[src/rtl/run_sequencer_if.sv]
// Handshake and memory-side bundle between the run sequencer and its harness.
// Latency: none, wiring only.
// Backpressure: carries in_valid/in_ready and out_valid/out_ready pairs unchanged.
interface run_sequencer_if #(
    parameter int AW = 8
);
    // Run control
    logic          go;
    logic          start;
    logic          done;
    logic          busy;
    logic          fin;
    logic          timeout_err;
    logic [9:0]    cycles;

    // Operand stream in
    logic          in_valid;
    logic [7:0]    in_data;
    logic          in_ready;

    // Data-memory side port
    logic          mem_we;
    logic          mem_re;
    logic [AW-1:0] mem_addr;
    logic [7:0]    mem_wdata;
    logic [7:0]    mem_rdata;

    // Result stream out
    logic          out_valid;
    logic [7:0]    out_data;
    logic          out_ready;

    // Sequencer side
    modport master (
        input  go, done, in_valid, in_data, mem_rdata, out_ready,
        output start, busy, fin, timeout_err, cycles, in_ready,
               mem_we, mem_re, mem_addr, mem_wdata, out_valid, out_data
    );

    // Harness side (stimulus, memory, processor)
    modport slave (
        output go, done, in_valid, in_data, mem_rdata, out_ready,
        input  start, busy, fin, timeout_err, cycles, in_ready,
               mem_we, mem_re, mem_addr, mem_wdata, out_valid, out_data
    );
endinterface

[src/rtl/run_sequencer.sv]
// Test-run sequencer: loads operands into data memory, launches the core, waits for done, drains results.
// Latency: go->in_ready 1 cycle; last operand->start fall 2 cycles; done->first out_valid 1 cycle.
// Backpressure: LOAD writes only on in_valid&&in_ready; DRAIN holds mem_addr/out_data while out_ready is low.
module run_sequencer #(
    parameter int AW        = 8,
    parameter int LOAD_BASE = 0,
    parameter int LOAD_LEN  = 8,
    parameter int RES_BASE  = 8,
    parameter int RES_LEN   = 4,
    parameter int TIMEOUT   = 1000
) (
    input  logic           clk,
    input  logic           reset,
    run_sequencer_if.master bus
);

    typedef enum logic [2:0] {
        S_IDLE,
        S_LOAD,
        S_LAUNCH,
        S_RUN,
        S_DRAIN,
        S_FINISH
    } state_t;

    // Byte index is wide enough for the address and for any sensible stream length;
    // the address wraps naturally because only the low AW bits feed the adder.
    localparam int IW = (AW > 16) ? AW : 16;

    localparam logic [IW-1:0] LOAD_LAST   = IW'((LOAD_LEN > 0) ? LOAD_LEN - 1 : 0);
    localparam logic [IW-1:0] RES_LAST    = IW'((RES_LEN > 0) ? RES_LEN - 1 : 0);
    localparam logic [AW-1:0] LOAD_BASE_A = AW'(LOAD_BASE);
    localparam logic [AW-1:0] RES_BASE_A  = AW'(RES_BASE);
    localparam logic [9:0]    TIMEOUT_C   = 10'(TIMEOUT);
    localparam logic [9:0]    CYC_MAX     = 10'h3FF;
    // done is ignored until two RUN cycles have completed
    localparam logic [9:0]    BLANK_CYC   = 10'd2;

    state_t        state;
    logic [IW-1:0] idx;
    logic [9:0]    cycles_q;
    logic          start_q;
    logic          in_ready_q;
    logic          mem_re_q;
    logic          out_valid_q;
    logic          busy_q;
    logic          fin_q;
    logic          terr_q;

    logic          load_hs;
    logic          drain_hs;
    logic [9:0]    cycles_inc;
    logic          done_seen;
    logic          timed_out;

    assign load_hs    = in_ready_q && bus.in_valid;
    assign drain_hs   = out_valid_q && bus.out_ready;
    assign cycles_inc = (cycles_q == CYC_MAX) ? cycles_q : cycles_q + 10'd1;
    // cycles_q holds the number of RUN cycles already completed, so this
    // admits done from the third RUN cycle onward
    assign done_seen  = bus.done && (cycles_q >= BLANK_CYC);
    assign timed_out  = cycles_inc >= TIMEOUT_C;

    // Sequencer state, byte index, run counter and all registered output decodes
    always_ff @(posedge clk) begin
        if (reset) begin
            state       <= S_IDLE;
            idx         <= '0;
            cycles_q    <= '0;
            start_q     <= 1'b0;
            in_ready_q  <= 1'b0;
            mem_re_q    <= 1'b0;
            out_valid_q <= 1'b0;
            busy_q      <= 1'b0;
            fin_q       <= 1'b0;
            terr_q      <= 1'b0;
        end else begin
            fin_q <= 1'b0;
            case (state)
                S_IDLE: begin
                    if (bus.go) begin
                        terr_q   <= 1'b0;
                        cycles_q <= '0;
                        idx      <= '0;
                        busy_q   <= 1'b1;
                        start_q  <= 1'b1;
                        if (LOAD_LEN == 0) begin
                            state <= S_LAUNCH;
                        end else begin
                            state      <= S_LOAD;
                            in_ready_q <= 1'b1;
                        end
                    end
                end

                S_LOAD: begin
                    if (load_hs) begin
                        idx <= idx + 1'b1;
                        if (idx == LOAD_LAST) begin
                            state      <= S_LAUNCH;
                            in_ready_q <= 1'b0;
                        end
                    end
                end

                // Single cycle with start still high; the core sees start fall on entry to RUN
                S_LAUNCH: begin
                    state   <= S_RUN;
                    start_q <= 1'b0;
                end

                S_RUN: begin
                    cycles_q <= cycles_inc;
                    // done takes priority over a timeout landing on the same cycle
                    if (done_seen) begin
                        idx <= '0;
                        if (RES_LEN == 0) begin
                            state <= S_FINISH;
                            fin_q <= 1'b1;
                        end else begin
                            state       <= S_DRAIN;
                            mem_re_q    <= 1'b1;
                            out_valid_q <= 1'b1;
                        end
                    end else if (timed_out) begin
                        terr_q <= 1'b1;
                        state  <= S_FINISH;
                        fin_q  <= 1'b1;
                    end
                end

                S_DRAIN: begin
                    if (drain_hs) begin
                        idx <= idx + 1'b1;
                        if (idx == RES_LAST) begin
                            state       <= S_FINISH;
                            mem_re_q    <= 1'b0;
                            out_valid_q <= 1'b0;
                            fin_q       <= 1'b1;
                        end
                    end
                end

                S_FINISH: begin
                    state  <= S_IDLE;
                    busy_q <= 1'b0;
                end

                default: begin
                    state       <= S_IDLE;
                    idx         <= '0;
                    start_q     <= 1'b0;
                    in_ready_q  <= 1'b0;
                    mem_re_q    <= 1'b0;
                    out_valid_q <= 1'b0;
                    busy_q      <= 1'b0;
                end
            endcase
        end
    end

    // Registered decodes straight to the ports
    assign bus.start       = start_q;
    assign bus.in_ready    = in_ready_q;
    assign bus.mem_re      = mem_re_q;
    assign bus.out_valid   = out_valid_q;
    assign bus.busy        = busy_q;
    assign bus.fin         = fin_q;
    assign bus.timeout_err = terr_q;
    assign bus.cycles      = cycles_q;

    // Write strobe and data follow the operand handshake in the same cycle
    assign bus.mem_we    = load_hs;
    assign bus.mem_wdata = load_hs ? bus.in_data : 8'h00;

    // Address is a pure function of state and index, so it stays put under out_ready stalls
    assign bus.mem_addr = (state == S_LOAD)  ? (LOAD_BASE_A + idx[AW-1:0]) :
                          (state == S_DRAIN) ? (RES_BASE_A + idx[AW-1:0])  : '0;

    // Memory read data passes straight through while a result is offered
    assign bus.out_data = out_valid_q ? bus.mem_rdata : 8'h00;

endmodule

[src/flat_wrapper.sv]
// flat-port wrapper written by rule: the top's interface ports become plain ports
module run_sequencer_flat 
#(
    parameter int AW        = 8,
    parameter int LOAD_BASE = 0,
    parameter int LOAD_LEN  = 8,
    parameter int RES_BASE  = 8,
    parameter int RES_LEN   = 4,
    parameter int TIMEOUT   = 1000
)
  (clk, reset, bus_go, bus_done, bus_in_valid, bus_in_data, bus_mem_rdata, bus_out_ready, bus_start, bus_busy, bus_fin, bus_timeout_err, bus_cycles, bus_in_ready, bus_mem_we, bus_mem_re, bus_mem_addr, bus_mem_wdata, bus_out_valid, bus_out_data);
  run_sequencer_if #(.AW(AW)) bus_i ();
  input  logic clk;
  input  logic reset;
  input wire logic [$bits(bus_i.go)-1:0] bus_go;
  input wire logic [$bits(bus_i.done)-1:0] bus_done;
  input wire logic [$bits(bus_i.in_valid)-1:0] bus_in_valid;
  input wire logic [$bits(bus_i.in_data)-1:0] bus_in_data;
  input wire logic [$bits(bus_i.mem_rdata)-1:0] bus_mem_rdata;
  input wire logic [$bits(bus_i.out_ready)-1:0] bus_out_ready;
  output wire logic [$bits(bus_i.start)-1:0] bus_start;
  output wire logic [$bits(bus_i.busy)-1:0] bus_busy;
  output wire logic [$bits(bus_i.fin)-1:0] bus_fin;
  output wire logic [$bits(bus_i.timeout_err)-1:0] bus_timeout_err;
  output wire logic [$bits(bus_i.cycles)-1:0] bus_cycles;
  output wire logic [$bits(bus_i.in_ready)-1:0] bus_in_ready;
  output wire logic [$bits(bus_i.mem_we)-1:0] bus_mem_we;
  output wire logic [$bits(bus_i.mem_re)-1:0] bus_mem_re;
  output wire logic [$bits(bus_i.mem_addr)-1:0] bus_mem_addr;
  output wire logic [$bits(bus_i.mem_wdata)-1:0] bus_mem_wdata;
  output wire logic [$bits(bus_i.out_valid)-1:0] bus_out_valid;
  output wire logic [$bits(bus_i.out_data)-1:0] bus_out_data;
  assign bus_i.go = bus_go;
  assign bus_i.done = bus_done;
  assign bus_i.in_valid = bus_in_valid;
  assign bus_i.in_data = bus_in_data;
  assign bus_i.mem_rdata = bus_mem_rdata;
  assign bus_i.out_ready = bus_out_ready;
  assign bus_start = bus_i.start;
  assign bus_busy = bus_i.busy;
  assign bus_fin = bus_i.fin;
  assign bus_timeout_err = bus_i.timeout_err;
  assign bus_cycles = bus_i.cycles;
  assign bus_in_ready = bus_i.in_ready;
  assign bus_mem_we = bus_i.mem_we;
  assign bus_mem_re = bus_i.mem_re;
  assign bus_mem_addr = bus_i.mem_addr;
  assign bus_mem_wdata = bus_i.mem_wdata;
  assign bus_out_valid = bus_i.out_valid;
  assign bus_out_data = bus_i.out_data;
  run_sequencer #(.AW(AW), .LOAD_BASE(LOAD_BASE), .LOAD_LEN(LOAD_LEN), .RES_BASE(RES_BASE), .RES_LEN(RES_LEN), .TIMEOUT(TIMEOUT)) u_core (.clk(clk), .reset(reset), .bus(bus_i));
endmodule
[config.mk]
export PLATFORM = sky130hd
export DESIGN_NAME = run_sequencer_flat
export DESIGN_NICKNAME = d
export VERILOG_FILES = /design/src/rtl/run_sequencer_if.sv /design/src/rtl/run_sequencer.sv /design/src/flat_wrapper.sv
export SDC_FILE = /design/constraint.sdc
export NUM_CORES = 1
export LEC_CHECK = 0
export BUFFER_PORTS_ARGS = -buffer_cell sky130_fd_sc_hd__buf_4
export CAP_MARGIN = 0
export CORE_MARGIN = 3
export CORE_UTILIZATION = 55
export CTS_CLUSTER_DIAMETER = 150
export CTS_CLUSTER_SIZE = 24
export DETAILED_ROUTE_END_ITERATION = 7
export PLACE_DENSITY = 0.93
export SYNTH_ARGS = -nofsm -noshare
export SYNTH_HDL_FRONTEND = slang
export SYNTH_SLANG_ARGS = --single-unit
[constraint.sdc]
create_clock -name clk -period 3.27 [get_ports clk]
set_input_delay 0.327 -clock clk [delete_from_list [all_inputs] [get_ports clk]]
set_output_delay 0.327 -clock clk [all_outputs]
set_load 0.005 [all_outputs]
## Word level (Yosys, flattened, before mapping)

Cells that the tools add are included.

| storage, ports and cells | value |
|---|---|
| bits in registers | 35 |
| input port bits | 22 |
| output and inout port bits | 42 |

| cells by class | value |
|---|---|
| add/sub/neg operators | 3 |
| $lt $le $gt $ge | 2 |
| eq/ne operators | 17 |
| multiplexer cells | 39 |
| bitwise logic cells | 5 |
| reductions and logical operators | 18 |

Operator list:

| operator | number |
|---|---|
| $pmux W16 S5 | 1 |
| $mux W16 | 4 |
| $mux W8 | 4 |
| $mux W3 | 7 |
| $mux W10 | 2 |
| $pmux W10 S2 | 1 |
| $add A16 B1 Y16 const B | 1 |
| $eq A16 B2 Y1 const B | 1 |
| $eq A16 B3 Y1 const B | 1 |
| $reduce_or A4 Y1 | 4 |
| $pmux W3 S5 | 1 |
| $mux W1 | 13 |
| $ne A2 B1 Y1 const B | 6 |
| $reduce_and A4 Y1 | 3 |
| $add A10 B1 Y10 const B | 1 |
| $eq A10 B10 Y1 const B | 1 |
| $ge A10 B10 Y1 const B | 1 |
| $ge A10 B2 Y1 const B | 1 |
| $add A4 B8 Y8 const A | 1 |
| $pmux W1 S2 | 4 |
| $eq A3 B2 Y1 const B | 2 |
| $eq A3 B3 Y1 const B | 2 |
| $pmux W1 S3 | 2 |
| $reduce_and A2 Y1 | 3 |
| 10 further kinds | 17 |

## Logic depth before layout (Yosys ltp)

| depth | value |
|---|---|
| depth in word-level cells | 6 |
| gate-level depth with buffers | 8 |
| depth with buffers taken out | 7 |

## Worst setup path after synthesis

Ideal clock, no wire load.

| timing | value |
|---|---|
| path kind | register to register |
| start | reg u_core.cycles_q[1], in the netlist u_core.bus.cycles[1] |
| end | reg u_core.idx[0] |
| library setup time | 0.117 ns |
| data arrival time | 1.726 ns |
| required time | 3.153 ns |
| slack | 1.427 ns |
| cell stages (with the launch flop) | 8 |
| period minus slack after synthesis | 1.843 ns |
| cell sequence | dfxtp_1 -> ha_1 -> nor4_2 -> a31oi_4 -> o211ai_2 -> o31ai_2 -> buf_2 -> nor2_1 |

| on the way | value |
|---|---|
| longest elaborated chain between the ends | 4 |

RTL lines:

| what | line | text |
|---|---|---|
| from (decl) | run_sequencer.sv:41 | `logic [9:0] cycles_q;` |
| from (signal assigned) | run_sequencer.sv:113 | `cycles_q <= cycles_inc;` |
| $ge A10 B2 Y1 | run_sequencer.sv:61 | `assign done_seen = bus.done && (cycles_q >= BLANK_CYC);` |
| $logic_and A1 B1 Y1 | run_sequencer.sv:61 |  |
| $ne A2 B1 Y1 (no source line) | - |  |
| $reduce_and A5 Y1 (no source line) | - |  |
| to (signal assigned) | run_sequencer.sv:98 | `idx <= idx + 1'b1;` |
| to (signal assigned) | run_sequencer.sv:134 | `idx <= idx + 1'b1;` |
| to (decl) | run_sequencer.sv:40 | `logic [IW-1:0] idx;` |

Every way passes these cells.
A chain may end at the register's enable or synchronous reset.

## Worst setup path in the final report

| timing | value |
|---|---|
| start | reg u_core.state[0] |
| end | out bus_mem_addr[0] |

| on the way | value |
|---|---|
| longest elaborated chain between the ends | 3 |
| elaborated cells between the ends (all ways) | 4 |
| classes of those cells | eq/ne (2); mux (2) |

RTL lines:

| what | line | text |
|---|---|---|
| from (decl) | run_sequencer.sv:39 | `state_t state;` |
| from (signal assigned) | run_sequencer.sv:67 | `state <= S_IDLE;` |
| from (signal assigned) | run_sequencer.sv:88 | `state <= S_LAUNCH;` |
| from (signal assigned) | run_sequencer.sv:90 | `state <= S_LOAD;` |
| $eq A3 B3 Y1 | run_sequencer.sv:178 | `(state == S_DRAIN) ? (RES_BASE_A + idx[AW-1:0]) : '0;` |
| $mux W8 | run_sequencer.sv:178 |  |
| $mux W8 * | run_sequencer.sv:177 | `assign bus.mem_addr = (state == S_LOAD) ? (LOAD_BASE_A + idx[AW-1:0]) :` |
| to (decl) | flat_wrapper.sv:29 | `output wire logic [$bits(bus_i.mem_addr)-1:0] bus_mem_addr;` |

Every way passes the cells marked *; elsewhere a longest branch is shown, timed or not.

==> results_dict.tcl <==
set metrics [dict create \
    crit_required_ns 2.94 \
    status "completed" \
    hold_buffers 0 \
    setup_viol 0 \
    worstSkewPairLatency_ns 0.29 \
    gp_congestion 0.924 \
    cts.reportedPaths.clkPinSlew_ns 0.07 \
    tightest_slew_ns 0.781 \
    numPortBuffers 63 \
    yosys_most_used_dff "dfxtp_1" \
    layout-drive-gt1-share 0.243 \
    first_global_vias 2256 \
    grt_pass1_wl_mm 10.2 \
    p_leak_nw 1.15 \
    hp-start "reset" \
    synth_edf_count 0 \
    yosys.area.top_type_share 0.307 \
    place_area_sq_um 2740 \
    numCtsBuffers 5 \
    n_antenna_cell 0 \
    io_pins 64 \
    yosysTopAreaCell "dfxtp_1" \
    finalSetupTns_ns 0 \
    routed_wl_mm 6.17 \
    layout_common_cells "64 x buf_4, 35 x dfxtp_1, 23 x a21oi_1, 22 x nor2_1, 19 x nand2_1" \
    layout_setup_ws_ns 0.901 \
    min_period_over_period 0.724 \
    total_power_mw 1.02 \
    power.density_nw_per_um2 362 \
    hold_viol 0 \
    worst_ep_arrival_time_ns 2.04 \
    slew_headroom 0.478 \
    postLayoutCellArea_sq_um 2820 \
    worstRegToRegCells 5 \
    fillers 298 \
    hold_path.class "in -> reg" \
    rsz0062_at_grt "false" \
    drt-wirelength-per-cell_microns 15.8 \
    ys_types 55 \
    drc 0 \
    critPathKind "reg -> out" \
    drv_cap 0 \
    via_count 2447 \
    r2r_start "u_core.state[1]$_SDFFE_PP0P_" \
    first_pass_iters 5 \
    end_kind "primary output" \
    grt_max_degree 17 \
    worst-path-max-fanout 14 \
    reg2reg_to "u_core.idx[9]$_SDFFE_PP0P_" \
    track_usage 0.247 \
    synth_seq_area_share 0.307 \
    drv_slew 0 \
    rows 22 \
    cts_sinks 35 \
    grt_overflow_total 0 \
    cts_resized 0 \
    via_per_inst 6.27 \
    cts_buffer_depth 2 \
    ys_seq_elements 35 \
    tritoncts "yes" \
    drtIter0Drc 208 \
    postCtsSetupBuffers 0 \
    vdd_drop_max_mv 0.318 \
    synthesis.nets 313 \
    mostFrequentLayoutCell "buf_4" \
    die_area_sq_um 4960 \
    stdcell_count 390 \
    holdPathStages 2 \
    die_w_microns 70.5 \
    initial_core_util 0.597 \
    finalCriticalPeriod_ns 2.37 \
    nets 367 \
    synthCells 287 \
    dp.cells 382 \
    areaGrowthSynthToFinish_pct 23.3 \
    dp_hpwl_mm 4.57 \
    die_y_microns 70.5 \
    dp_slack_ns 1.00 \
    antenna_found_initial 0 \
    cts_max_level 2 \
    synth-warning-count 0 \
    synth_area_leaders "dfxtp_1 31%, a21oi_1 5.0%, o21ai_0 3.9%" \
    cts_root_buf "clkbuf_8" \
    finClkSkew_ns 0.00544 \
    syn_area_per_cell_sq_um 7.96 \
    reg2reg_slack_ns 0.95 \
    final_antenna_net_count 0 \
    async_flop_share 0 \
    min_to "u_core.bus.cycles[3]$_SDFFE_PP0P_" \
    startpoint_type "flop" \
    core_area_sq_um 3830 \
    synthesis.area_sq_um 2280 \
    clock.fmax_mhz 422 \
]
==> registers in the layout (all words and copies together) (netlist names) <==
register                count
u_core.idx                 16
u_core.bus.timeout_err      1
u_core.state                3
u_core.bus.fin              1
u_core.bus.start            1
u_core.bus.mem_re           1
u_core.bus.in_ready         1
u_core.bus.cycles          10
u_core.bus.busy             1
==> report_power, final <==
| part | internal (mW) | total, mW | leakage (nW) | switching, mW |
|---|---|---|---|---|
| Clock | 0.149 | 0.299 | 0.0422 | 0.149 |
| Sequential | 0.447 | 0.484 | 0.283 | 0.0377 |
| Combinational | 0.106 | 0.238 | 0.828 | 0.132 |
==> worst max-delay path, cell delays in order, from the launching register on <==
cell and delay, ns:
dfxtp_1 0.57, nor3b_1 0.70, nor2_1 0.19, nor2b_1 0.17, buf_4 0.12
==> synth_stat cells (all sizes together) (3+ instances only) <==
cell / n
o21ai: 18
o31ai: 8
nand3b: 3
buf: 10
or3: 9
nand2b: 3
nor2b: 5
dfxtp: 35
clkbuf: 7
a21oi: 23
and4: 4
nor4: 4
inv: 9
and2: 10
and3: 14
ha: 4
or4: 5
nand4: 7
nor3: 6
a31oi: 5
nand3: 16
nor2: 22
nand2: 19
==> area by class of cell <==
cell class | count | area (sq um) | area share
repair buffers | 64 | 480 | 0.171
inverters | 9 | 33.8 | 0.0120
clock inverters | 1 | 5.00 | 0.00178
clock buffers | 7 | 76.3 | 0.0271
well taps | 48 | 60.1 | 0.0213
flip-flops and latches | 35 | 701 | 0.249
multi-input cells | 226 | 1460 | 0.519
==> layer usage <==
layer,routed length [microns],GRT usage,share of wire
met1,2360,0.293,0.38
met2,3230,0.431,0.52
met3,460,0.0532,0.075
met4,122,0.0936,0.020
met5,0,0,0
==> worst max path at each step <==
| stage | to | start | slack, ns |
|---|---|---|---|
| floorplan | u_core.idx[0]$_SDFFE_PP0P_ | u_core.bus.cycles[1]$_SDFFE_PP0P_ | 1.43 |
| global placement | u_core.idx[12]$_SDFFE_PP0P_ | u_core.state[1]$_SDFFE_PP0P_ | 1.09 |
| detailed placement | u_core.idx[15]$_SDFFE_PP0P_ | u_core.state[1]$_SDFFE_PP0P_ | 1.00 |
| CTS | bus_mem_addr[0] | u_core.state[0]$_SDFFE_PP0P_ | 0.91 |
| global route | u_core.idx[9]$_SDFFE_PP0P_ | u_core.state[1]$_SDFFE_PP0P_ | 0.69 |
| finish | bus_mem_addr[0] | u_core.state[0]$_SDFFE_PP0P_ | 0.90 |
==> per-stage QoR <==
step / util / hold slack [ns]
2_1_floorplan: - / 0.399
3_3_place_gp: 0.715 / 0.446
3_5_place_dp: 0.715 / 0.454
4_1_cts: 0.736 / 0.316
5_1_grt: 0.736 / 0.326
6_report: 0.736 / 0.322
==> cells by family after synthesis <==
group                    synth area share
AO/OA/AOI/OAI                       0.249
XOR/XNOR                           0.0115
adder cells (fa/ha/maj)            0.0219
buffers and inverters              0.0537
flip-flops                          0.307
multiplexers                       0.0186
AND/OR/NAND/NOR                     0.339
No activity file was read; power rests on OpenSTA's default activity.
